[src/rtl/alu_seq_pkg.sv]
// Shared op codes and FSM state type for the sequential ALU and its
// iterative multiply/divide unit.
package alu_seq_pkg;

   localparam logic [6:0] ALU_ADD  = 7'd0;
   localparam logic [6:0] ALU_ADC  = 7'd1;
   localparam logic [6:0] ALU_SUB  = 7'd2;
   localparam logic [6:0] ALU_SBC  = 7'd3;
   localparam logic [6:0] ALU_AND  = 7'd4;
   localparam logic [6:0] ALU_OR   = 7'd5;
   localparam logic [6:0] ALU_XOR  = 7'd6;
   localparam logic [6:0] ALU_SHL  = 7'd7;
   localparam logic [6:0] ALU_SHR  = 7'd8;
   localparam logic [6:0] ALU_SAR  = 7'd9;
   localparam logic [6:0] ALU_MUL  = 7'd10;
   localparam logic [6:0] ALU_DIVU = 7'd11;

   typedef enum logic [1:0] {
      ST_IDLE,
      ST_BUSY,
      ST_DONE
   } state_t;

   function automatic logic is_iter(input logic [6:0] op, input logic b_zero);
      return (op == ALU_MUL) || ((op == ALU_DIVU) && !b_zero);
   endfunction

endpackage

[src/rtl/alu_muldiv.sv]
// Iterative unsigned multiply (shift-add) and restoring divide, one bit per
// clock. done/lo/hi present the final step's values so the caller can register them.
module alu_muldiv #(
   parameter int N = 8
) (
   input  logic         clk,
   input  logic         rst_n,
   input  logic         start,
   input  logic         mode,
   input  logic [N-1:0] a,
   input  logic [N-1:0] b,
   output logic         done,
   output logic [N-1:0] lo,
   output logic [N-1:0] hi
);

   localparam int CW = $clog2(N);

   logic          busy;
   logic          mode_r;
   logic [CW-1:0] cnt;
   logic [N-1:0]  acc, q, dv;
   logic [N-1:0]  acc_n, q_n;
   logic [N:0]    t, diff;

   // MUL: {acc,q} shifts right with the partial sum; DIVU: remainder in acc,
   // quotient bits enter q from the right as the dividend leaves it.
   always_comb begin
      t     = '0;
      diff  = '0;
      acc_n = acc;
      q_n   = q;
      if (!mode_r) begin
         t     = {1'b0, acc} + (q[0] ? {1'b0, dv} : '0);
         acc_n = t[N:1];
         q_n   = {t[0], q[N-1:1]};
      end else begin
         t    = {acc, q[N-1]};
         diff = t - {1'b0, dv};
         if (!diff[N]) begin
            acc_n = diff[N-1:0];
            q_n   = {q[N-2:0], 1'b1};
         end else begin
            acc_n = t[N-1:0];
            q_n   = {q[N-2:0], 1'b0};
         end
      end
   end

   assign done = busy && (cnt == CW'(N - 1));
   assign lo   = q_n;
   assign hi   = acc_n;

   always_ff @(posedge clk or negedge rst_n) begin
      if (!rst_n) begin
         busy   <= 1'b0;
         mode_r <= 1'b0;
         cnt    <= '0;
         acc    <= '0;
         q      <= '0;
         dv     <= '0;
      end else if (start) begin
         busy   <= 1'b1;
         mode_r <= mode;
         cnt    <= '0;
         acc    <= '0;
         q      <= a;
         dv     <= b;
      end else if (busy) begin
         acc <= acc_n;
         q   <= q_n;
         cnt <= cnt + CW'(1);
         if (done) busy <= 1'b0;
      end
   end

endmodule

[src/rtl/alu_seq.sv]
// Multi-cycle ALU with valid/ready handshakes: single-cycle ops register in one
// clock, MUL/DIVU iterate in alu_muldiv; the result is held until consumed.
module alu_seq
   import alu_seq_pkg::*;
#(
   parameter int N   = 8,
   parameter int SHW = $clog2(N)
) (
   input  logic         clk,
   input  logic         rst_n,
   input  logic         in_valid,
   output logic         in_ready,
   input  logic [6:0]   op,
   input  logic [N-1:0] a,
   input  logic [N-1:0] b,
   input  logic         cin,
   output logic         out_valid,
   input  logic         out_ready,
   output logic [N-1:0] out,
   output logic [N-1:0] hi,
   output logic         cout,
   output logic         overflow,
   output logic         sign,
   output logic         zero,
   output logic         err
);

   state_t         state, state_n;
   logic           accept, md_start, md_done, is_mul;
   logic [N-1:0]   md_lo, md_hi;
   logic [SHW-1:0] s;
   logic [N:0]     wide;
   logic [N-1:0]   sc_out, sc_hi;
   logic           sc_cout, sc_ovf, sc_err;

   assign accept   = (state == ST_IDLE) && in_valid;
   assign md_start = accept && is_iter(op, b == '0);
   assign s        = b[SHW-1:0];

   alu_muldiv #(.N(N)) u_muldiv (
      .clk   (clk),
      .rst_n (rst_n),
      .start (md_start),
      .mode  (op == ALU_DIVU),
      .a     (a),
      .b     (b),
      .done  (md_done),
      .lo    (md_lo),
      .hi    (md_hi)
   );

   always_comb begin
      wide    = '0;
      sc_out  = '0;
      sc_hi   = '0;
      sc_cout = 1'b0;
      sc_ovf  = 1'b0;
      sc_err  = 1'b0;
      case (op)
         ALU_ADD, ALU_ADC: begin
            wide    = {1'b0, a} + {1'b0, b} + {{N{1'b0}}, (op == ALU_ADC) & cin};
            sc_out  = wide[N-1:0];
            sc_cout = wide[N];
            sc_ovf  = (a[N-1] == b[N-1]) && (wide[N-1] != a[N-1]);
         end
         ALU_SUB, ALU_SBC: begin
            wide    = {1'b0, a} + {1'b0, ~b} + {{N{1'b0}}, (op == ALU_SUB) | cin};
            sc_out  = wide[N-1:0];
            sc_cout = wide[N];
            sc_ovf  = (a[N-1] != b[N-1]) && (wide[N-1] != a[N-1]);
         end
         ALU_AND: sc_out = a & b;
         ALU_OR:  sc_out = a | b;
         ALU_XOR: sc_out = a ^ b;
         // The extra guard bit catches the last bit shifted out (0 when s==0).
         ALU_SHL: begin
            wide    = {1'b0, a} << s;
            sc_out  = wide[N-1:0];
            sc_cout = wide[N];
         end
         ALU_SHR: begin
            wide    = {a, 1'b0} >> s;
            sc_out  = wide[N:1];
            sc_cout = wide[0];
         end
         ALU_SAR: begin
            wide    = $signed({a, 1'b0}) >>> s;
            sc_out  = wide[N:1];
            sc_cout = wide[0];
         end
         ALU_MUL: ;
         ALU_DIVU: begin
            sc_out = '1;
            sc_hi  = a;
            sc_ovf = 1'b1;
         end
         default: sc_err = 1'b1;
      endcase
   end

   always_ff @(posedge clk or negedge rst_n) begin
      if (!rst_n) state <= ST_IDLE;
      else        state <= state_n;
   end

   always_comb begin
      state_n = state;
      case (state)
         ST_IDLE: if (in_valid) state_n = md_start ? ST_BUSY : ST_DONE;
         ST_BUSY: if (md_done) state_n = ST_DONE;
         ST_DONE: if (out_ready) state_n = ST_IDLE;
         default: state_n = ST_IDLE;
      endcase
   end

   always_ff @(posedge clk or negedge rst_n) begin
      if (!rst_n) begin
         out      <= '0;
         hi       <= '0;
         cout     <= 1'b0;
         overflow <= 1'b0;
         err      <= 1'b0;
         is_mul   <= 1'b0;
      end else if (accept) begin
         if (md_start) begin
            is_mul <= (op == ALU_MUL);
         end else begin
            out      <= sc_out;
            hi       <= sc_hi;
            cout     <= sc_cout;
            overflow <= sc_ovf;
            err      <= sc_err;
         end
      end else if ((state == ST_BUSY) && md_done) begin
         out      <= md_lo;
         hi       <= md_hi;
         cout     <= 1'b0;
         overflow <= is_mul && (md_hi != '0);
         err      <= 1'b0;
      end
   end

   assign in_ready  = (state == ST_IDLE);
   assign out_valid = (state == ST_DONE);
   assign sign      = out[N-1];
   assign zero      = (out == '0);

endmodule

[config.mk]
export PLATFORM = sky130hd
export DESIGN_NAME = alu_seq
export DESIGN_NICKNAME = d
export VERILOG_FILES = /design/src/rtl/alu_seq_pkg.sv /design/src/rtl/alu_muldiv.sv /design/src/rtl/alu_seq.sv
export SDC_FILE = /design/constraint.sdc
export NUM_CORES = 1
export LEC_CHECK = 0
export CAP_MARGIN = 20
export CORE_ASPECT_RATIO = 0.8
export CORE_MARGIN = 8
export CORE_UTILIZATION = 45
export DETAILED_ROUTE_END_ITERATION = 10
export PLACE_DENSITY = 0.75
export SLEW_MARGIN = 0
export SYNTH_ARGS = -nofsm -noshare
export SYNTH_HDL_FRONTEND = slang
export SYNTH_SLANG_ARGS = --single-unit
[constraint.sdc]
create_clock -name clk -period 8.08 [get_ports clk]
set_clock_uncertainty 0.1 [all_clocks]
set_input_delay 1.616 -clock clk [delete_from_list [all_inputs] [get_ports clk]]
set_output_delay 1.616 -clock clk [all_outputs]
set_load 0.05 [all_outputs]
Word-level counts from Yosys, hierarchy flattened

Cells that the tools add are included.

Register bits after elaboration: 51
Input bits: 28
Output and inout bits: 23
Word-level logic and storage cells: 112

Add/subtract/negate cells: 7
Eq/ne operators: 22
Shift-type cells: 3
Muxes and demuxes: 38
Bitwise logic cells: 6
Reduce and logical (&&, ||, !) cells: 23

Operators with widths:

| operator           | number |
|---|---|
| $mux 8             | 15 |
| $pmux 8 s9         | 1 |
| $eq 7x3->1 const B | 4 |
| $eq 7x4->1 const B | 4 |
| $add 8x8->9        | 2 |
| $add 9x1->9        | 2 |
| $logic_not 8->1    | 2 |
| $eq 7x2->1 const B | 2 |
| $mux 1             | 13 |
| $reduce_or 12->1   | 1 |
| $add 8x9->9        | 1 |
| $shl 8x3->9        | 1 |
| $shr 9x3->9        | 1 |
| $sshr 9x3->9       | 1 |
| $sub 9x8->9        | 1 |
| $and 8x8->8        | 1 |
| $logic_and 1x1->1  | 8 |
| $mux 2             | 4 |
| $not 8->8          | 1 |
| $or 8x8->8         | 1 |
| $reduce_bool 8->1  | 1 |
| $xor 8x8->8        | 1 |
| $eq 7x1->1 const B | 1 |
| $logic_not 7->1    | 1 |
| other kinds (21)   | 29 |

Depth between registers and ports, before layout

Gate-level depths: netlist (run 1).

Depth after elaboration: 8
Depth in mapped cells: 14

Modules after synthesis

A second synthesis (run 1) with hierarchy kept.

Cells, all modules: 662
Area total of the unflattened synthesis: 5495.3 µm²

Modules (own cells, without submodules):

| module     | times used | cells each | area an instance (µm²) | sequential area each (µm²) |
|---|---|---|---|---|
| alu_seq    | 1          | 418        | 3324.4                 | 550.5 |
| alu_muldiv | 1          | 244        | 2170.8                 | 725.7 |

Worst setup path before layout (run 1)

Ideal clock, no wire load.

Path kind: in2reg
Start: in op[1]
End: reg cout
Setup time: 0.122 ns
Arrival: 4.583 ns
Data required time: 7.858 ns
Path slack: 3.275 ns
Stages: 12
Buffers on the path: 2
Cell sequence: buf_1 -> clkbuf_1 -> nor3_1 -> fa_1 -> fa_1 -> a21o_1 -> a21o_1 -> a21o_1 -> a21o_1 -> a2111oi_0 -> o41ai_1 -> a32o_1

Cells in the longest elaborated chain, start to end: 6
Elaborated cells on any way between the ends: 23
Those cells by class: 2 x add/sub; 9 x eq/ne; 3 x mux; 2 x bitwise; 7 x reduce/logical

Ends and longest elaborated chain:

| item                                            | RTL line                     | RTL |
|---|---|---|
| from (decl)                                     | alu_seq.sv:13                | `input logic [6:0] op,` |
| $eq 7x2->1, or another cell as far along        | -                            |  |
| $or 1x1->1, or another cell as far along        | alu_seq.sv:67                | `wide = {1'b0, a} + {1'b0, ~b} + {{N{1'b0}}, (op == ALU_SUB) \| cin};` |
| $add 9x1->9, or another cell as far along       | alu_seq.sv:67                |  |
| $pmux 1 s5 or $logic_and 1x1->1 (tied branches) | alu_seq.sv:59, alu_seq.sv:37 |  |
| $mux 1 or $ne 2x2->1 (tied branches)            | -                            |  |
| $mux 1 or $reduce_and 2->1 (tied branches)      | -                            |  |
| to (signal assigned)                            | alu_seq.sv:130               | `cout <= sc_cout;` |
| to (decl)                                       | alu_seq.sv:21                | `output logic cout,` |

Several ways; a longest one is shown, not always the timed one. The select of a mux whose other input is x is not followed.
A chain may end at the register's enable or synchronous reset.

Final worst setup path (run 1)

Same ends and word-level chain as after synthesis.

==> results of run 1 <==
## through the flow
| step | hold WS (ns) | power [uW] |
|---|---|---|
| 3_3_place_gp | 0.3740 | 1492 |
| 4_1_cts | 0.4045 | 1765 |
| 5_1_grt | 0.4255 | 1905 |
| 3_5_place_dp | 0.3886 | 1518 |
| 2_1_floorplan | 0.3733 | 1210 |
| 6_report | 0.3980 | 1778 |
## where the power goes
group / internal, uW / switching, uW / total [uW]
registers: 337 / 84.4 / 421
logic: 432 / 684 / 1120
clock network: 146 / 94.7 / 241
## cells by family after synthesis
group / share of synthesized area [%]
AND/OR/NAND/NOR: 19.40
AO/OA/AOI/OAI: 28.47
buffers and inverters: 6.161
flip-flops: 24.55
adder cells (fa/ha/maj): 12.42
multiplexers: 7.148
XOR/XNOR: 1.853
## synth_stat cells, drive strengths merged (6+ instances only)
library cell | count | area (um^2)
a211oi | 12 | 95.09
a21o | 15 | 112.6
a21oi | 47 | 242.7
a31oi | 11 | 68.82
and2 | 10 | 62.56
buf | 12 | 62.56
clkbuf | 24 | 111.4
dfrtp | 51 | 1276
fa | 6 | 120.1
ha | 42 | 525.5
inv | 37 | 138.9
mux2i | 30 | 304.0
nand2 | 62 | 232.7
nand3 | 18 | 90.09
nor2 | 55 | 216.5
nor2b | 8 | 50.05
nor3 | 20 | 110.1
o211ai | 16 | 120.1
o21a | 12 | 90.09
o21ai | 51 | 255.2
o22ai | 7 | 43.79
or3 | 8 | 55.05
xnor2 | 7 | 61.31
## flip-flops by register name, indices dropped and copies added (netlist names)
| name | flops |
|---|---|
| is_mul | 1 |
| u_muldiv.dv | 8 |
| u_muldiv.acc | 8 |
| overflow | 1 |
| cout | 1 |
| out | 8 |
| state | 2 |
| u_muldiv.busy | 1 |
| err | 1 |
| u_muldiv.q | 8 |
| u_muldiv.cnt | 3 |
| hi | 8 |
| u_muldiv.mode_r | 1 |
## worst paths after layout
check                         startpoint               to  slack (ns)  cells after the start
max reg2reg                u_muldiv.q[7]         overflow        4.42                     12
max                                op[1]             cout        2.74                     15
min                                hi[2]            hi[2]        0.40                      1
min in group asynchronous          rst_n            hi[5]        1.33                      2
max in group asynchronous          rst_n  u_muldiv.acc[7]        6.10                      2
min reg2reg                        hi[2]            hi[2]        0.40                      1
## layout make-up
cell class	instances	area (um^2)
Multi-Input combinational cell	520	3602
Fill cell	1097	5439
Tap cell	148	185.2
Inverter	39	146.4
Timing Repair Buffer	57	568.0
Clock inverter	3	43.79
Sequential cell	51	1276
Clock buffer	5	125.1
## routing by layer
layer  part of all wire, %  track usage (%)  wire length (um)
met1                    46            30.74              7682
met5                     0                0                 0
met4                   1.5            4.456               244
met2                    42            30.23              6928
met3                    10            6.607              1704
==> impl_metrics.ini, run 1 <==
[status]
run_status = complete, no violations

[placement]
place_hpwl_um = 12740
dpl_worst_slack_ns = 2.554
io_buffers = 50
placed_cells = 814
gp_congestion = 0.9520
placed_cell_area_um2 = 5751

[critical_path]
crit_path_end_kind = flop
cp-start-kind = input port
critPathMaxFanout = 21
critPathMaxStageDelay_ns = 0.68
crit_chain = clkdlybuf4s50_1 -> buf_4 -> clkinv_1 -> nor2_1 -> a21o_1 -> fa_1 -> fa_1 -> nor2b_1 -> o21bai_1 -> a21oi_1 -> o21bai_1 -> a21oi_1 -> o41ai_1 -> o41ai_1 -> a32o_1
cp_slowest_cell = clkdlybuf4s50_1
path_class = in2reg
critPathArrivalTime_ns = 5.42
worst-path-buf-inv = 3
crit_required_ns = 8.16
path_delay_family = compound AO/OA/AOI/OAI gates

[timing]
maxSlewViolCount = 0
period_share_pct = 66.09
rsz0062_at_grt = false
setup_viol = 0
slew_headroom_pct = 32.37
min_period_ns = 5.340
finalHoldViolations = 0
setup_tns_ns = 0
tightestPinTransition_ns = 1.014
fin_ws_ns = 2.740
fmax_ghz = 0.1872

[detailed_routing]
viasPerCell = 6.338
drt-pass1-iter-count = 6
wl_per_cell_um = 20.12
via_count = 5216
routed_wl_um = 16560
ant_nets = 0
drt_iter0_drc = 521
drc = 0

[clocking]
cts_tree = built
cts_buffers = 5
cts.repair.resized = 0
cts_setup_buffers = 0
cts_max_path_buffers = 2
path_clk_slew_ns = 0.07
cts_num_sinks = 51
clkLatencyLatePin_ns = 0.29
cts-hold-fix-buffers = 0
htreeDepth = 2
root_buffer = clkbuf_16

[yosys]
ys_types = 79
synth.cell_area_um2 = 5199
yosys_register_bits = 51
yosys_warnings = 0
synth_fp_nets = 722
yosysSeqAreaShare_pct = 24.55
synth-edff-count = 0
synth_ff_type = dfrtp_1
async_reset_ff_share_pct = 100.0
synthCells = 646
syn_avg_cell_area_um2 = 8.048

[cells_and_area]
stdcell_count = 823
mostFrequentLayoutCell = nand2_1
mostFrequentLayoutCells = 62 x nand2_1, 53 x nor2_1, 51 x dfrtp_1, 50 x o21ai_0, 49 x clkdlybuf4s50_1
fin_util_pct = 52.23
antenna_cells = 0
postLayoutCellArea_um2 = 5947
nets = 750
syn_to_final_growth_pct = 14.39
layout-drive-gt1-share_pct = 6.815

[global_route]
overflow = 0
grt_use_total_pct = 21.30
grt_pass1_vias = 4859
grt_pass1_wl_um = 26010
grt_max_degree = 52
antenna_found_initial = 0

[min_path]
hp-class = reg2reg

[floorplanning]
core-area_um2 = 11390
die_w_um = 136.2
core.rowCount = 35
initial_utilization_pct = 45.66
die_h_um = 112.1
fp.dieArea_um2 = 15270
ios = 51

[power_and_ir_drop]
leakagePower_uw = 0.002417
vdd_drop_max_uv = 163.2
p_per_area_nw_per_um2 = 299.0

[flow_run]
max-cap-violations = 0
Power figures use the tool's default switching activity.
==> run 2: changes to the inputs <==
- PLACE_DENSITY: 0.75 -> 0.78
- clock period: 8.08 -> 4.8 ns (I/O delays scaled with it)
==> impl_metrics.ini, run 2 (same netlist as run 1, synthesis figures left out) <==
[power_and_ir_drop]
vdd_drop_max_uv = 211.2
p_per_area_nw_per_um2 = 499.1
leakagePower_uw = 0.002479
power_uw = 3011

[cells_and_area]
fill_cells = 1072
multi_input_area_um2 = 3602
mostFrequentLayoutCells = 62 x nand2_1, 53 x nor2_1, 51 x dfrtp_1, 50 x o21ai_0, 49 x clkdlybuf4s50_1
regArea_um2 = 1276
nets = 766
antenna_cells = 0
layout-drive-gt1-share_pct = 8.973
mostFrequentLayoutCell = nand2_1
syn_to_final_growth_pct = 16.05

[floorplanning]
fp.dieArea_um2 = 15270
ios = 51
core.rowCount = 35
initial_utilization_pct = 45.66
die_h_um = 112.1
die_w_um = 136.2
core-area_um2 = 11390

[min_path]
hp-class = reg2reg
hold_start = hi[2]
whs_path_depth = 1
hold_end = hi[2]

[clocking]
cts-hold-fix-buffers = 0
cts_buffers = 5
cts_setup_buffers = 0
clkLatencyLatePin_ns = 0.29
cts_num_sinks = 51
htreeDepth = 2
cts_tree = built
path_clk_slew_ns = 0.07
cts.repair.resized = 0
cts_max_path_buffers = 2
root_buffer = clkbuf_16

[status]
run_status = complete, no violations

[detailed_routing]
via_count = 5304
drc = 0
drt_iter0_drc = 499
viasPerCell = 6.322
wl_per_cell_um = 20.41
ant_nets = 0
drt-pass1-iter-count = 5
routed_wl_um = 17120

[critical_path]
cp_slowest_cell = clkdlybuf4s50_1
cp_common_cell = a21o_1
regToRegEndpoint = overflow
r2r_slack_ns = 1.14
r2r_start = u_muldiv.q[7]
critPathMaxFanout = 4
r2r_cells = 12
path_class = in2reg
critPathMaxStageDelay_ns = 0.55
crit_path_end_kind = flop
critPathArrivalTime_ns = 4.20
crit_required_ns = 4.88
cp-start-kind = input port
crit_chain = clkdlybuf4s50_1 -> or4_4 -> or2_2 -> nor3_1 -> fa_1 -> fa_1 -> a21o_1 -> a21o_1 -> a21o_1 -> a21o_1 -> a2111oi_0 -> o41ai_1 -> a32o_1

[flow_run]
max-cap-violations = 0

[placement]
place_hpwl_um = 13260
io_buffers = 50
gp_congestion = 1.007

[timing]
setup_viol = 0
period_share_pct = 85.84
fmax_ghz = 0.2427
finalHoldViolations = 0
tightestPinTransition_ns = 1.123
slew_headroom_pct = 25.15
setup_tns_ns = 0
rsz0062_at_grt = false
maxSlewViolCount = 0
min_period_ns = 4.120

[global_route]
antenna_found_initial = 0
grt_pass1_vias = 4947
grt_pass1_wl_um = 26970
grt_max_degree = 52
grt_use_total_pct = 22.20
overflow = 0
## run 2: changes by cell type in the layout (fill, tap and decap cells not counted)
cell and delta:
buf_16 -1, buf_4 +17, bufinv_16 -1, clkbuf_8 +1, clkinv_2 -1, clkinvlp_4 +1
## run 2: power breakdown
| group | leakage [uW] | internal [uW] | switching, uW |
|---|---|---|---|
| Sequential | 0.000548 | 566 | 144 |
| Combinational | 0.00186 | 750 | 1170 |
| Clock | 0.0000731 | 209 | 168 |
## run 2: worst max-delay path: cells and delay by family
family | cells | cell delay [ns]
fa+ha+maj | 2 | 0.80
compound gates | 7 | 1.55
simple gates | 3 | 0.33
buf+inv | 1 | 0.55
## run 2: area by class of cell
cell class | instances | share of cell area (%)
inverter | 39 | 2.426
tap | 148 | 3.069
clock inverter | 2 | 0.2696
timing repair buffer | 73 | 11.07
sequential | 51 | 21.15
clock buffer | 6 | 2.302
multi-input combinational | 520 | 59.71
## run 2: per-stage QoR
| stage | utilization [%] | cell area, um^2 | hold slack, ns | instances | worst slack [ns] |
|---|---|---|---|---|---|
| global placement | 51.63 | 5878 | 0.3754 | 831 | 0.4969 |
| global route | 52.99 | 6033 | 0.4332 | 839 | 0.4754 |
| detailed placement | 51.63 | 5878 | 0.3859 | 831 | 0.4297 |
| CTS | 52.99 | 6033 | 0.4019 | 839 | 0.7280 |
| finish | 52.99 | 6033 | 0.3922 | 839 | 0.6795 |
| floorplan | - | 5199 | 0.3733 | 646 | 0.6515 |
## run 2: metal layers
| layer | global-route usage, % | routed length [um] | vias to the layer above |
|---|---|---|---|
| met5 | 0 | 0 | - |
| met4 | 5.259 | 268 | 0 |
| met3 | 6.920 | 1781 | 28 |
| met2 | 31.28 | 7058 | 247 |
| met1 | 32.00 | 8016 | 2563 |
| li1 | - | - | 2466 |
## run 2: how the worst max path moves through the flow
| stage | start | endpoint | slack, ns | depth (start not counted) |
|---|---|---|---|---|
| after floorplan | op[1] | cout | 0.65 | 12 |
| after global placement | op[2] | cout | 0.50 | 13 |
| after detailed placement | op[2] | cout | 0.43 | 13 |
| after CTS | op[2] | cout | 0.73 | 13 |
| after global routing | op[2] | cout | 0.48 | 13 |
| final | op[4] | cout | 0.68 | 13 |
==> run 3: changes to the inputs <==
- DONT_BUFFER_PORTS: not set -> 1
- PLACE_DENSITY: 0.78 -> 0.72
- TNS_END_PERCENT: not set -> 100
==> impl_metrics.ini, run 3 (same netlist as run 1, synthesis figures left out) <==
[power_and_ir_drop]
combPwrFrac_pct = 51.0
power.internal_uw = 1404
pwr-share-clk_pct = 14.9
p_sw_uw = 1420
p_per_area_nw_per_um2 = 518.8
leakagePower_uw = 0.002217
vdd_drop_max_uv = 246.1
power_frac_seq_pct = 34.1
switching_share_pct = 50.28

[flow_run]
max-cap-violations = 0

[detailed_routing]
viasPerCell = 6.552
drt_iter0_drc = 483
ant_nets = 0
via_count = 5058
routed_wl_um = 16600
wl_per_cell_um = 21.50
drt-pass1-iter-count = 7
drc = 0

[clocking]
root_buffer = clkbuf_16
cts_tree = built
cts_setup_buffers = 0
cts_buffers = 5
path_clk_slew_ns = 0.08
htreeDepth = 2
cts_num_sinks = 51
clkLatencyLatePin_ns = 0.30
cts_max_path_buffers = 2
cts.repair.resized = 0
cts-hold-fix-buffers = 0

[timing]
fin_ws_ns = 1.013
min_period_ns = 3.787
setup_tns_ns = 0
tightestPinTransition_ns = 1.076
fmax_ghz = 0.2641
maxSlewViolCount = 0
period_share_pct = 78.89
slew_headroom_pct = 28.29
setup_viol = 0
finalHoldViolations = 0
rsz0062_at_grt = false

[global_route]
grt_pass1_vias = 4827
grt_pass1_wl_um = 26500
grtUsageMet1_pct = 31.73
grt_util_met3_pct = 6.027
gr-usage-met2_pct = 30.33
grt-busiest-layer = met1
grt_use_total_pct = 21.78
overflow = 0
grt_max_degree = 52
antenna_found_initial = 0

[floorplanning]
fp.dieArea_um2 = 15270
die_w_um = 136.2
initial_utilization_pct = 45.66
ios = 51
core-area_um2 = 11390
core.rowCount = 35
die_h_um = 112.1

[critical_path]
critPathMaxStageDelay_ns = 0.59
critPathMaxFanout = 7
r2r_slack_ns = 1.01
crit_chain = inv_1 -> ha_1 -> inv_1 -> fa_1 -> a211oi_2 -> nor3_2 -> mux2i_2 -> a2111oi_0 -> a311oi_1 -> nand4_1 -> nor4_2 -> o211ai_1
path_delay_family = compound AO/OA/AOI/OAI gates
crit_path_end_kind = flop
cp_slowest_cell = a311oi_1
cp_common_cell = inv_1
worst-path-buf-inv = 2
cp-start-kind = flop
crit_required_ns = 4.87
critPathArrivalTime_ns = 3.85
path_class = reg2reg

[placement]
dpl_worst_slack_ns = 0.8142
gp_congestion = 0.9308
io_buffers = 0
place_hpwl_um = 12540

[cells_and_area]
regArea_um2 = 1276
mostFrequentLayoutCell = nand2_1
fill_cells = 1135
layout-drive-gt1-share_pct = 7.051
syn_to_final_growth_pct = 4.717
nets = 699
antenna_cells = 0
multi_input_area_um2 = 3602
mostFrequentLayoutCells = 62 x nand2_1, 53 x nor2_1, 51 x dfrtp_1, 50 x o21ai_0, 45 x a21oi_1

[status]
run_status = complete, no violations

[min_path]
hp-class = in2async
[run 3: area by class of cell]
class,instances,share of cell area [%]
Inverter,39,2.689
Multi-Input combinational cell,520,66.17
Timing Repair Buffer,6,1.195
Sequential cell,51,23.44
Tap cell,148,3.402
Clock buffer,5,2.298
Clock inverter,3,0.8044
[run 3: path summary, 6_finish.rpt]
path | start | end | depth (start not counted)
setup / recovery | u_muldiv.q[7] | overflow | 12
hold / removal | rst_n | u_muldiv.acc[0] | 0
setup reg to reg | u_muldiv.q[7] | overflow | 12
hold reg to reg | u_muldiv.cnt[2] | u_muldiv.cnt[2] | 2
max in group asynchronous | rst_n | u_muldiv.cnt[0] | 0
min in group clk | u_muldiv.cnt[2] | u_muldiv.cnt[2] | 2
[run 3: through the flow]
step | instance area, um^2 | util (%) | std cells | hold WS (ns) | power [uW]
2_1_floorplan | 5199 | - | 646 | 0.3733 | 2037
3_3_place_gp | 5248 | 46.09 | 763 | 0.4092 | 2310
3_5_place_dp | 5248 | 46.09 | 763 | 0.4161 | 2368
4_1_cts | 5416 | 47.57 | 771 | 0.2374 | 2800
5_1_grt | 5444 | 47.81 | 772 | 0.2291 | 3010
6_report | 5444 | 47.81 | 772 | 0.2430 | 2824
[run 3: power groups by stage]
stage                     clock network [uW]  registers (uW)  logic [uW]
after floorplan                            0             888        1150
after global placement                     0             966        1340
after detailed placement                   0             974        1390
after CTS                                425             966        1410
after global routing                     443             986        1580
final                                    422             963        1440
[run 3: per-layer routing]
metal	part of all wire [%]	routed length (um)
met1	46	7657
met5	0	0
met2	42	7026
met3	9.8	1627
met4	1.7	288
